File: src/rtl/uart_rx_fifo.sv
// rtl/uart_rx_fifo.sv - 8N1 UART receiver with programmable bit period and show-ahead byte FIFO
module uart_rx_fifo #(
    parameter int FIFO_DEPTH = 4,
    parameter int LVL_W      = $clog2(FIFO_DEPTH + 1)
) (
    input  logic             clk,
    input  logic             rst_n,
    input  logic             rx,
    input  logic [15:0]      div,
    output logic [7:0]       rd_data,
    output logic             rd_valid,
    input  logic             rd_ready,
    output logic [LVL_W-1:0] fifo_level,
    output logic             frame_err,
    output logic             overrun,
    input  logic             clr_err
);

    localparam int PTR_W = $clog2(FIFO_DEPTH);

    typedef enum logic [2:0] {
        IDLE  = 3'd0,
        START = 3'd1,
        DATA  = 3'd2,
        STOP  = 3'd3,
        BREAK = 3'd4
    } state_t;

    state_t      state, state_n;
    logic        rx_meta, rx_s;
    logic [15:0] cnt, cnt_n;
    logic [15:0] period, period_n;
    logic [15:0] half;
    logic [2:0]  bit_idx, bit_idx_n;
    logic [7:0]  shreg, shreg_n;
    logic        push;

    logic [7:0]       mem [FIFO_DEPTH];
    logic [PTR_W-1:0] wr_ptr, rd_ptr;
    logic [LVL_W-1:0] level;
    logic             full, pop, wr_en;

    always_ff @(posedge clk or negedge rst_n) begin
        if (!rst_n) begin
            rx_meta <= 1'b1;
            rx_s    <= 1'b1;
        end else begin
            rx_meta <= rx;
            rx_s    <= rx_meta;
        end
    end

    always_ff @(posedge clk or negedge rst_n) begin
        if (!rst_n) begin
            state   <= IDLE;
            cnt     <= '0;
            period  <= 16'd4;
            bit_idx <= '0;
            shreg   <= '0;
        end else begin
            state   <= state_n;
            cnt     <= cnt_n;
            period  <= period_n;
            bit_idx <= bit_idx_n;
            shreg   <= shreg_n;
        end
    end

    assign half = {1'b0, period[15:1]};

    // cnt counts cycles since the last sample point; a sample fires when it reaches the interval minus one
    always_comb begin
        state_n   = state;
        cnt_n     = cnt + 16'd1;
        period_n  = period;
        bit_idx_n = bit_idx;
        shreg_n   = shreg;
        push      = 1'b0;
        frame_err = 1'b0;
        case (state)
            IDLE: begin
                cnt_n = '0;
                if (!rx_s) begin
                    period_n = (div < 16'd4) ? 16'd4 : div;
                    state_n  = START;
                end
            end
            START: begin
                if (cnt == half - 16'd1) begin
                    cnt_n = '0;
                    if (rx_s) begin
                        state_n = IDLE;
                    end else begin
                        state_n   = DATA;
                        bit_idx_n = '0;
                    end
                end
            end
            DATA: begin
                if (cnt == period - 16'd1) begin
                    cnt_n     = '0;
                    shreg_n   = {rx_s, shreg[7:1]};
                    bit_idx_n = bit_idx + 3'd1;
                    if (bit_idx == 3'd7) state_n = STOP;
                end
            end
            STOP: begin
                if (cnt == period - 16'd1) begin
                    cnt_n = '0;
                    if (rx_s) begin
                        push    = 1'b1;
                        state_n = IDLE;
                    end else begin
                        frame_err = 1'b1;
                        state_n   = BREAK;
                    end
                end
            end
            BREAK: begin
                cnt_n = '0;
                if (rx_s) state_n = IDLE;
            end
            default: state_n = IDLE;
        endcase
    end

    assign full  = (level == LVL_W'(FIFO_DEPTH));
    assign pop   = rd_valid && rd_ready;
    // when full, a same-cycle pop frees the head slot so the push still lands
    assign wr_en = push && (!full || pop);

    always_ff @(posedge clk or negedge rst_n) begin
        if (!rst_n) begin
            for (int i = 0; i < FIFO_DEPTH; i++) mem[i] <= '0;
            wr_ptr  <= '0;
            rd_ptr  <= '0;
            level   <= '0;
            overrun <= 1'b0;
        end else begin
            if (wr_en) begin
                mem[wr_ptr] <= shreg;
                wr_ptr      <= wr_ptr + PTR_W'(1);
            end
            if (pop) rd_ptr <= rd_ptr + PTR_W'(1);
            if (wr_en && !pop)      level <= level + LVL_W'(1);
            else if (!wr_en && pop) level <= level - LVL_W'(1);
            if (push && full && !pop) overrun <= 1'b1;
            else if (clr_err)         overrun <= 1'b0;
        end
    end

    assign rd_data    = mem[rd_ptr];
    assign rd_valid   = (level != '0);
    assign fifo_level = level;

endmodule
File: config.mk
export PLATFORM = sky130hd
export DESIGN_NAME = uart_rx_fifo
export DESIGN_NICKNAME = d
export VERILOG_FILES = /design/src/rtl/uart_rx_fifo.sv
export SDC_FILE = /design/constraint.sdc
export NUM_CORES = 1
export LEC_CHECK = 0
export BUFFER_PORTS_ARGS = -buffer_cell sky130_fd_sc_hd__buf_2
export CAP_MARGIN = 15
export CORE_AREA = 2 2 111 113
export CTS_CLUSTER_DIAMETER = 60
export DETAILED_ROUTE_END_ITERATION = 6
export DIE_AREA = 0 0 113 115
export PLACE_DENSITY_LB_ADDON = 0.08
export SYNTH_ARGS = -nofsm -noshare
export SYNTH_HDL_FRONTEND = slang
export SYNTH_SLANG_ARGS = --single-unit
File: constraint.sdc
create_clock -name clk -period 4.9 [get_ports clk]
set_clock_uncertainty 0.1 [all_clocks]
set_input_delay 0.49 -clock clk [delete_from_list [all_inputs] [get_ports clk]]
set_output_delay 0.49 -clock clk [all_outputs]
set_load 0.005 [all_outputs]
Yosys cells after proc, flatten, opt, wreduce, memory -nomap -nowiden

Index checks and enable logic that the tools add are counted.

Add/sub/neg operators: 8
Mux-type cells: 33
Bitwise gates (word level): 3
$lt $le $gt $ge: 4
Equality and inequality tests: 15
Reductions and logical operators: 22

Operators by type and width:

| kind                    | number |
|---|---|
| $mux W16                | 3 |
| $pmux W16 S3            | 1 |
| $mux W3                 | 12 |
| $bwmux W32              | 1 |
| $eq A16 B16 Y1          | 2 |
| $mux W8                 | 3 |
| $add A16 B1 Y16 const B | 1 |
| $bmux W8 S2             | 1 |
| $demux W8 S2            | 1 |
| $lt A16 B3 Y1 const B   | 1 |
| $sub A15 B1 Y16 const B | 1 |
| $sub A16 B1 Y16 const B | 1 |
| $pmux W3 S5             | 1 |
| $ne A2 B2 Y1 const B    | 7 |
| $eq A3 B3 Y1 const B    | 3 |
| $mux W1                 | 8 |
| $logic_and A1 B1 Y1     | 7 |
| $add A3 B1 Y3 const B   | 2 |
| $eq A3 B2 Y1 const B    | 2 |
| $ge A3 B3 Y1 const B    | 2 |
| $not A2 Y3              | 2 |
| $pmux W3 S2             | 1 |
| $reduce_and A6 Y1       | 1 |
| $reduce_bool A2 Y1      | 3 |
| 13 further kinds        | 18 |

Word-level logic and storage cells: 100
Bits in registers: 88

Longest topological paths before layout

Gate-level depths: netlist of run 1.

Word-level depth: 9
Gate-level depth with buffers: 15
Gate-level depth less buffers: 14

Worst setup path before layout of run 1

OpenSTA, ideal clock, no wires.

Path kind: flip-flop to flip-flop
Start: register period[2]
End: register level[2] (netlist: fifo_level[2])
Setup slack: 1.345 ns
Stages on the path, launching flop included: 16
Period minus slack after synthesis: 3.555 ns
Setup time: 0.079 ns
Arrival time: 3.375 ns
Data required time: 4.721 ns
Buffers on the path: 1
Path through: dfstp_2 -> inv_1 -> ha_1 -> nor2b_1 -> xnor2_1 -> a2111oi_4 -> nand4b_4 -> or3_1 -> buf_2 -> nor3_4 -> ha_1 -> inv_1 -> fa_1 -> xor2_1 -> nor2_1 -> xor2_1

Cells in the longest elaborated chain, start to end: 8
Elaborated cells on any way between the ends: 10
Those cells by class: add/sub: 1; eq/ne: 1; mux: 3; reduce/logical: 5

Ends and longest elaborated chain:

| item                                | RTL line | RTL |
|---|---|---|
| from (decl)                         | 32       | `logic [15:0] period, period_n;` |
| from (signal assigned)              | 63       | `period <= period_n;` |
| $sub A16 B1 Y16 (*)                 | 108      | `if (cnt == period - 16'd1) begin` |
| $eq A16 B16 Y1 (*)                  | 108      |  |
| $mux W1 (*)                         | 108      |  |
| $mux W1 (*)                         | 80       | `case (state)` |
| $logic_and A1 B1 Y1 (*)             | 130      | `assign wr_en = push && (!full \|\| pop);` |
| via wr_en                           | 41       | `logic full, pop, wr_en;` |
| $logic_not A1 Y1                    | 146      | `else if (!wr_en && pop) level <= level - LVL_W'(1);` |
| $logic_and A1 B1 Y1                 | 146      |  |
| $reduce_bool A2 Y1 (no source line) | n/a      |  |
| to (signal assigned)                | 145      | `if (wr_en && !pop) level <= level + LVL_W'(1);` |
| to (signal assigned)                | 146      |  |
| to (decl)                           | 40       | `logic [LVL_W-1:0] level;` |

The timed path passes the listed nets; every way through them passes the cells marked *.
A chain may end at the register's enable or synchronous reset.

Worst setup path in the final report of run 1

Start: register period[1]
End: register level[2] (netlist: fifo_level[2])

The elaborated chain is that of the path after synthesis.

==> flow_metrics.tcl, run 1 <==
set metrics [dict create \
    grt-ovfl-total 0 \
    power_density_nw_per_um2 469 \
    synth_top_area_share_pct 40.6 \
    tightest_slew_ns 0.947 \
    clk_pin_slew_worst_paths_ns 0.06 \
    grt_max_degree 48 \
    die_x_um 113 \
    ioPinCount 35 \
    drive_gt1_share_pct 28.6 \
    drcViolationCount 1 \
    critical-path-top-delay-family "simple AND/OR/NAND/NOR gates" \
    yosysTopAreaCell "dfrtp_1" \
    synthAdderAreaFrac_pct 2.77 \
    firstDrtPassIters 6 \
    gr-usage-all-layers_pct 18.0 \
    violations "design-rule violations" \
    routedWlPerCell_um 17.6 \
    cts_tree "yes" \
    synth_area_leaders "dfrtp_1, mux2_4, xnor2_1" \
    endpoint_kind "register" \
    row_count 40 \
    grt_pass1_wl_mm 18.1 \
    area_growth_pct 11.1 \
    dpl.hpwl_mm 8.08 \
    maxSlewViolCount 0 \
    hp-class "in2async" \
    synth_compound_gate_area_share_pct 8.89 \
    syn_area_per_cell_um2 11.6 \
    finalHoldViolations 0 \
    drt_iter0_drc 165 \
    grt_pass1_vias 3396 \
    timing.rr.start "period[1]$_DFFE_PN0P_" \
    cts-resized-gates 0 \
    synthFlopType "dfrtp_1" \
    synth_common_cells "dfrtp_1, xnor2_1, mux2_4" \
    core_area_um2 11800 \
    muxShareOfSynthArea_pct 17.7 \
    yosysUniqueCellTypes 68 \
    period_needed_ns 3.94 \
    cts-root-buf "clkbuf_16" \
    ys_ff_latch 88 \
    setup_viol 0 \
    synth_top_family_by_area "multiplexers" \
    cpMaxStageDelayCell "or3_1" \
    power_leakage_nw 2.59 \
    path_cells "inv_1, ha_1, nor3b_2, nand2_1, xnor2_1, nand4b_4, or3_1, nor3_4, ha_1, inv_1, fa_1, xor2_1, nor2_1, xor2_1" \
    fin_cells 622 \
    r2r_slack_ns 0.96 \
    post-cts-setup-buffers 0 \
    postSynthCellCount 451 \
    wirelength_mm 11.0 \
    synth_area_um2 5230 \
    irDropWorstVdd_uv 282 \
    fp.dieH_um 115 \
    required_ns 5.07 \
    critPathArrivalTime_ns 4.11 \
    insertion_delay_ns 0.34 \
    die-area_um2 13000 \
    synth_xor_area_share_pct 10.5 \
    cp-startpoint "period[1]$_DFFE_PN0P_" \
    yosysSeqAreaShare_pct 42.1 \
    cpPeakStageDelay_ns 0.56 \
    crit_buf_inv 2 \
    finalWeightedCongestion 0.848 \
    fillers 1085 \
    postCtsHoldBufs 0 \
    yosysMostFrequentCell "dfrtp_1" \
    detail-route-antenna-nets 0 \
    cts_made_buffers 9 \
    criticalPathCategory "reg2reg" \
    start_kind "register" \
    fin_setup_tns_ns 0 \
    cts-htree-levels 3 \
    synthArstFlopShare_pct 100 \
    synthSimpleGateAreaFrac_pct 14.5 \
    fmax_mhz 254 \
    yosysWarnings 0 \
    cts.sinks 88 \
    portBuffers 34 \
    slew_headroom_pct 36.0 \
    syn_nets 483 \
    antenna_found_initial 0 \
    fin_nets 502 \
    synth_enable_flop_cells 0 \
    vias_per_cell 5.48 \
    critPathMaxFanout 7 \
    dp.cells 606 \
    rsz0062_at_grt "no" \
    ctsLongestPathBuffers 2 \
    vias 3410 \
    status "finished with violations" \
    drv_cap 0 \
    diodes 0 \
    post-route-period-util_pct 80.4 \
    start_util_pct 44.3 \
]
[metal layers]
layer	part of all wire (%)	wire, um	up-vias	GRT usage [%]
met5	0	0	-	0
met1	46	5010	1714	22.4
met2	51	5610	31	32.0
met3	1.9	208	9	2.37
met4	1.3	143	0	6.59
li1	-	-	1656	-
[per-stage QoR]
stage | cell area, um2 | total power, W | util, % | worst slack, ns | hold WS (ns)
floorplan | 5230 | 0.00175 | - | 1.35 | 0.0944
global placement | 5470 | 0.00194 | 46.3 | 1.01 | 0.247
detailed placement | 5470 | 0.00195 | 46.3 | 0.964 | 0.250
CTS | 5820 | 0.00276 | 49.2 | 0.939 | 0.0455
global route | 5820 | 0.00289 | 49.2 | 0.696 | 0.0763
finish | 5820 | 0.00273 | 49.2 | 0.959 | 0.0265
[power by group]
group	switching [W]	total (W)	internal [W]
Sequential	0.000279	0.00112	0.000840
Clock	0.000295	0.000799	0.000503
Combinational	0.000404	0.000811	0.000408
Total	0.000978	0.00273	0.00175
[sequential cells by signal (all words and copies together), names as in the netlist, 2 cells and up]
| register | count |
|---|---|
| mem | 32 |
| cnt | 16 |
| period | 16 |
| shreg | 8 |
| bit_idx | 3 |
| fifo_level | 3 |
| state | 3 |
| rd_ptr | 2 |
| wr_ptr | 2 |
[final timing paths]
check                                             to  depth (start not counted)
max in group asynchronous          cnt[11]$_DFF_PN0_                          2
min reg2reg                           rx_s$_DFF_PN1_                          0
max                        fifo_level[2]$_DFFE_PN0P_                         14
min in group clk                   rx_meta$_DFF_PN1_                          1
max reg2reg                fifo_level[2]$_DFFE_PN0P_                         14
min                            rd_ptr[0]$_DFFE_PN0P_                          1
[logic make-up (layout without fill, tap and decap cells)]
logic type,count (synthesis),in the layout
xor+xnor,61,61
mux,64,64
fa+ha+maj,11,11
simple gates,120,120
buf+inv,40,64
compound gates,67,67
flops,88,88
[cells in the final DEF, fill, tap and decap left out, drive strengths merged, types with 14 or more instances in the layout]
cell type,instances
nand2,23
dfrtp,85
inv,14
mux2,53
nand3,20
buf,36
xor2,26
nor2,20
o21ai,16
xnor2,34
a21oi,20
[area by class of cell]
class / instances / area, um2 / area share [%]
Tap cell: 147 / 184 / 3.16
Sequential cell: 88 / 2210 / 37.9
Timing Repair Buffer: 36 / 188 / 3.23
Clock buffer: 10 / 229 / 3.94
Clock inverter: 6 / 115 / 1.98
Multi-Input combinational cell: 323 / 2850 / 49.0
Inverter: 12 / 45.0 / 0.775
No activity file was read; power rests on OpenSTA's default activity.
==> run 2, diff against run 1 <==
==> constraint.sdc (replaced) <==
create_clock -name clk -period 3.5 [get_ports clk]
set_clock_uncertainty 0.1 [all_clocks]
set_input_delay 0.35 -clock clk [delete_from_list [all_inputs] [get_ports clk]]
set_output_delay 0.35 -clock clk [all_outputs]
set_load 0.005 [all_outputs]
==> flow_metrics.tcl, run 2 (synthesized netlist as in run 1, its figures left out) <==
set metrics [dict create \
    hp-class "in2reg" \
    total_power_w 0.00400 \
    grt-ovfl-total 0 \
    cpMaxStageDelayCell "or4_4" \
    fin_nets 541 \
    cts-root-buf "clkbuf_16" \
    dpl_worst_slack_ns -0.0543 \
    irDropWorstVdd_uv 397 \
    gr-usage-all-layers_pct 19.2 \
    drive_gt1_share_pct 36.3 \
    area_growth_pct 17.5 \
    portBuffers 34 \
    crit_path_frequent_cell "xor2_1" \
    wirelength_mm 11.5 \
    required_ns 3.67 \
    drcViolationCount 5 \
    final_cell_mix "dfrtp_1, buf_4, xnor2_1, buf_2, mux2_4" \
    clk_pin_slew_worst_paths_ns 0.06 \
    routedWlPerCell_um 17.4 \
    multi_input_area_um2 2920 \
    drt_iter0_drc 184 \
    placed_area_um2 5730 \
    hold_depth 2 \
    worst_slack_ns 0.142 \
    status "finished with violations" \
    diodes 0 \
    finish.instance_area_um2 6150 \
    grt_pass1_vias 3769 \
    endpoint_kind "register" \
    start_kind "register" \
    grt_max_degree 38 \
    maxSlewViolCount 0 \
    cts_made_buffers 9 \
    fillers 1089 \
    critPathArrivalTime_ns 3.53 \
    fmax_mhz 298 \
    rsz0062_at_grt "yes" \
    fp.dieH_um 115 \
    core_area_um2 11800 \
    hold_slack_ns 0.0944 \
    hold_start "clr_err" \
    row_count 40 \
    ioPinCount 35 \
    cpPeakStageDelay_ns 0.58 \
    critPathMaxFanout 5 \
    ctsLongestPathBuffers 2 \
    drv_cap 0 \
    slew_headroom_pct 45.9 \
    post-route-period-util_pct 96.0 \
    tightest_slew_ns 0.804 \
    die-area_um2 13000 \
    die_x_um 113 \
    vias_per_cell 5.42 \
    cts.sinks 88 \
    reg_top3 "mem x32, cnt x16, period x16" \
    vias 3576 \
    start_util_pct 44.3 \
    cts_tree "yes" \
    power_density_nw_per_um2 650 \
    violations "design-rule violations" \
    max_flop_register "mem" \
    rr_worst_depth 11 \
    setup_viol 0 \
    r2r_slack_ns 0.14 \
    dpl.hpwl_mm 8.68 \
    antenna_found_initial 0 \
    period_needed_ns 3.36 \
    finalHoldViolations 0 \
    firstDrtPassIters 6 \
    power_leakage_nw 2.78 \
    final_common_cell "dfrtp_1" \
    grt_pass1_wl_mm 19.4 \
    whs_endpoint "overrun$_DFFE_PN0P_" \
    detail-route-antenna-nets 0 \
    seq_area_um2 2210 \
    finalWeightedCongestion 0.886 \
    insertion_delay_ns 0.34 \
    criticalPathCategory "reg2reg" \
    largest_register_ff_count 32 \
    path_cells "or4_4, a2111oi_4, nand4b_4, or3_4, nor3_4, ha_2, inv_2, fa_2, xor2_1, nor2_1, xor2_1" \
    r2r_end "fifo_level[2]$_DFFE_PN0P_" \
    cts-htree-levels 3 \
    timing.rr.start "period[8]$_DFFE_PN0P_" \
]
## run 2: cell count changes in the layout (fill, tap and decap cells not counted), sizes merged
cell,before,now
dlygate4sd3,0,2
bufinv,3,1
clkinvlp,0,1
buf,36,73
## run 2: metal layers
| layer | up-vias | wire length (um) | GRT usage (%) |
|---|---|---|---|
| met5 | - | 0 | 0 |
| met4 | 0 | 139 | 6.26 |
| met3 | 12 | 297 | 3.74 |
| met2 | 49 | 6060 | 34.7 |
| met1 | 1790 | 4960 | 23.0 |
| li1 | 1725 | - | - |
## run 2: worst max path at each step
stage                                endpoint             startpoint
floorplan           fifo_level[2]$_DFFE_PN0P_  period[0]$_DFFE_PN0P_
detailed placement  fifo_level[2]$_DFFE_PN0P_  period[8]$_DFFE_PN0P_
finish              fifo_level[2]$_DFFE_PN0P_  period[8]$_DFFE_PN0P_
CTS                 fifo_level[2]$_DFFE_PN0P_  period[7]$_DFFE_PN0P_
global route        fifo_level[2]$_DFFE_PN0P_  period[1]$_DFFE_PN0P_
global placement    fifo_level[2]$_DFFE_PN0P_  period[8]$_DFFE_PN0P_
## run 2: per-stage QoR
stage / TNS [ns] / cells / util [%]
after floorplan: 0 / 451 / -
after global placement: 0 / 638 / 48.5
after detailed placement: -0.0543 / 638 / 48.5
after CTS: 0 / 655 / 51.3
after global routing: -0.0508 / 660 / 52.1
final: 0 / 660 / 52.1
## run 2: timing repair
action | 4_1_cts | 5_1_grt
buffers inserted | 0 | 5
hold endpoints to repair | 36 | 0
hold buffers | 2 | 0
pin swaps | 0 | 9
gates resized for setup | 1 | 12
setup endpoints to repair | 1 | 3
## run 2: report_power, final
group / internal, W / switching [W] / total (W)
Sequential: 0.00118 / 0.000271 / 0.00145
Combinational: 0.000790 / 0.000781 / 0.00157
Clock: 0.000575 / 0.000405 / 0.000980
## run 2: cell type report
class,count,area share [%]
well taps,147,2.99
repair buffers,75,8.09
inverters,12,0.732
flip-flops and latches,88,35.9
clock buffers,10,3.88
multi-input cells,323,47.4
clock inverters,5,1.04
## run 2: worst max-delay path: cells and delay by family (launching register included)
family | cells | cell delay [ns]
AO/OA/AOI/OAI | 1 | 0.37
XOR/XNOR | 2 | 0.31
adder cells (fa/ha/maj) | 2 | 0.54
buffers and inverters | 1 | 0.04
flip-flops | 1 | 0.45
AND/OR/NAND/NOR | 5 | 1.47
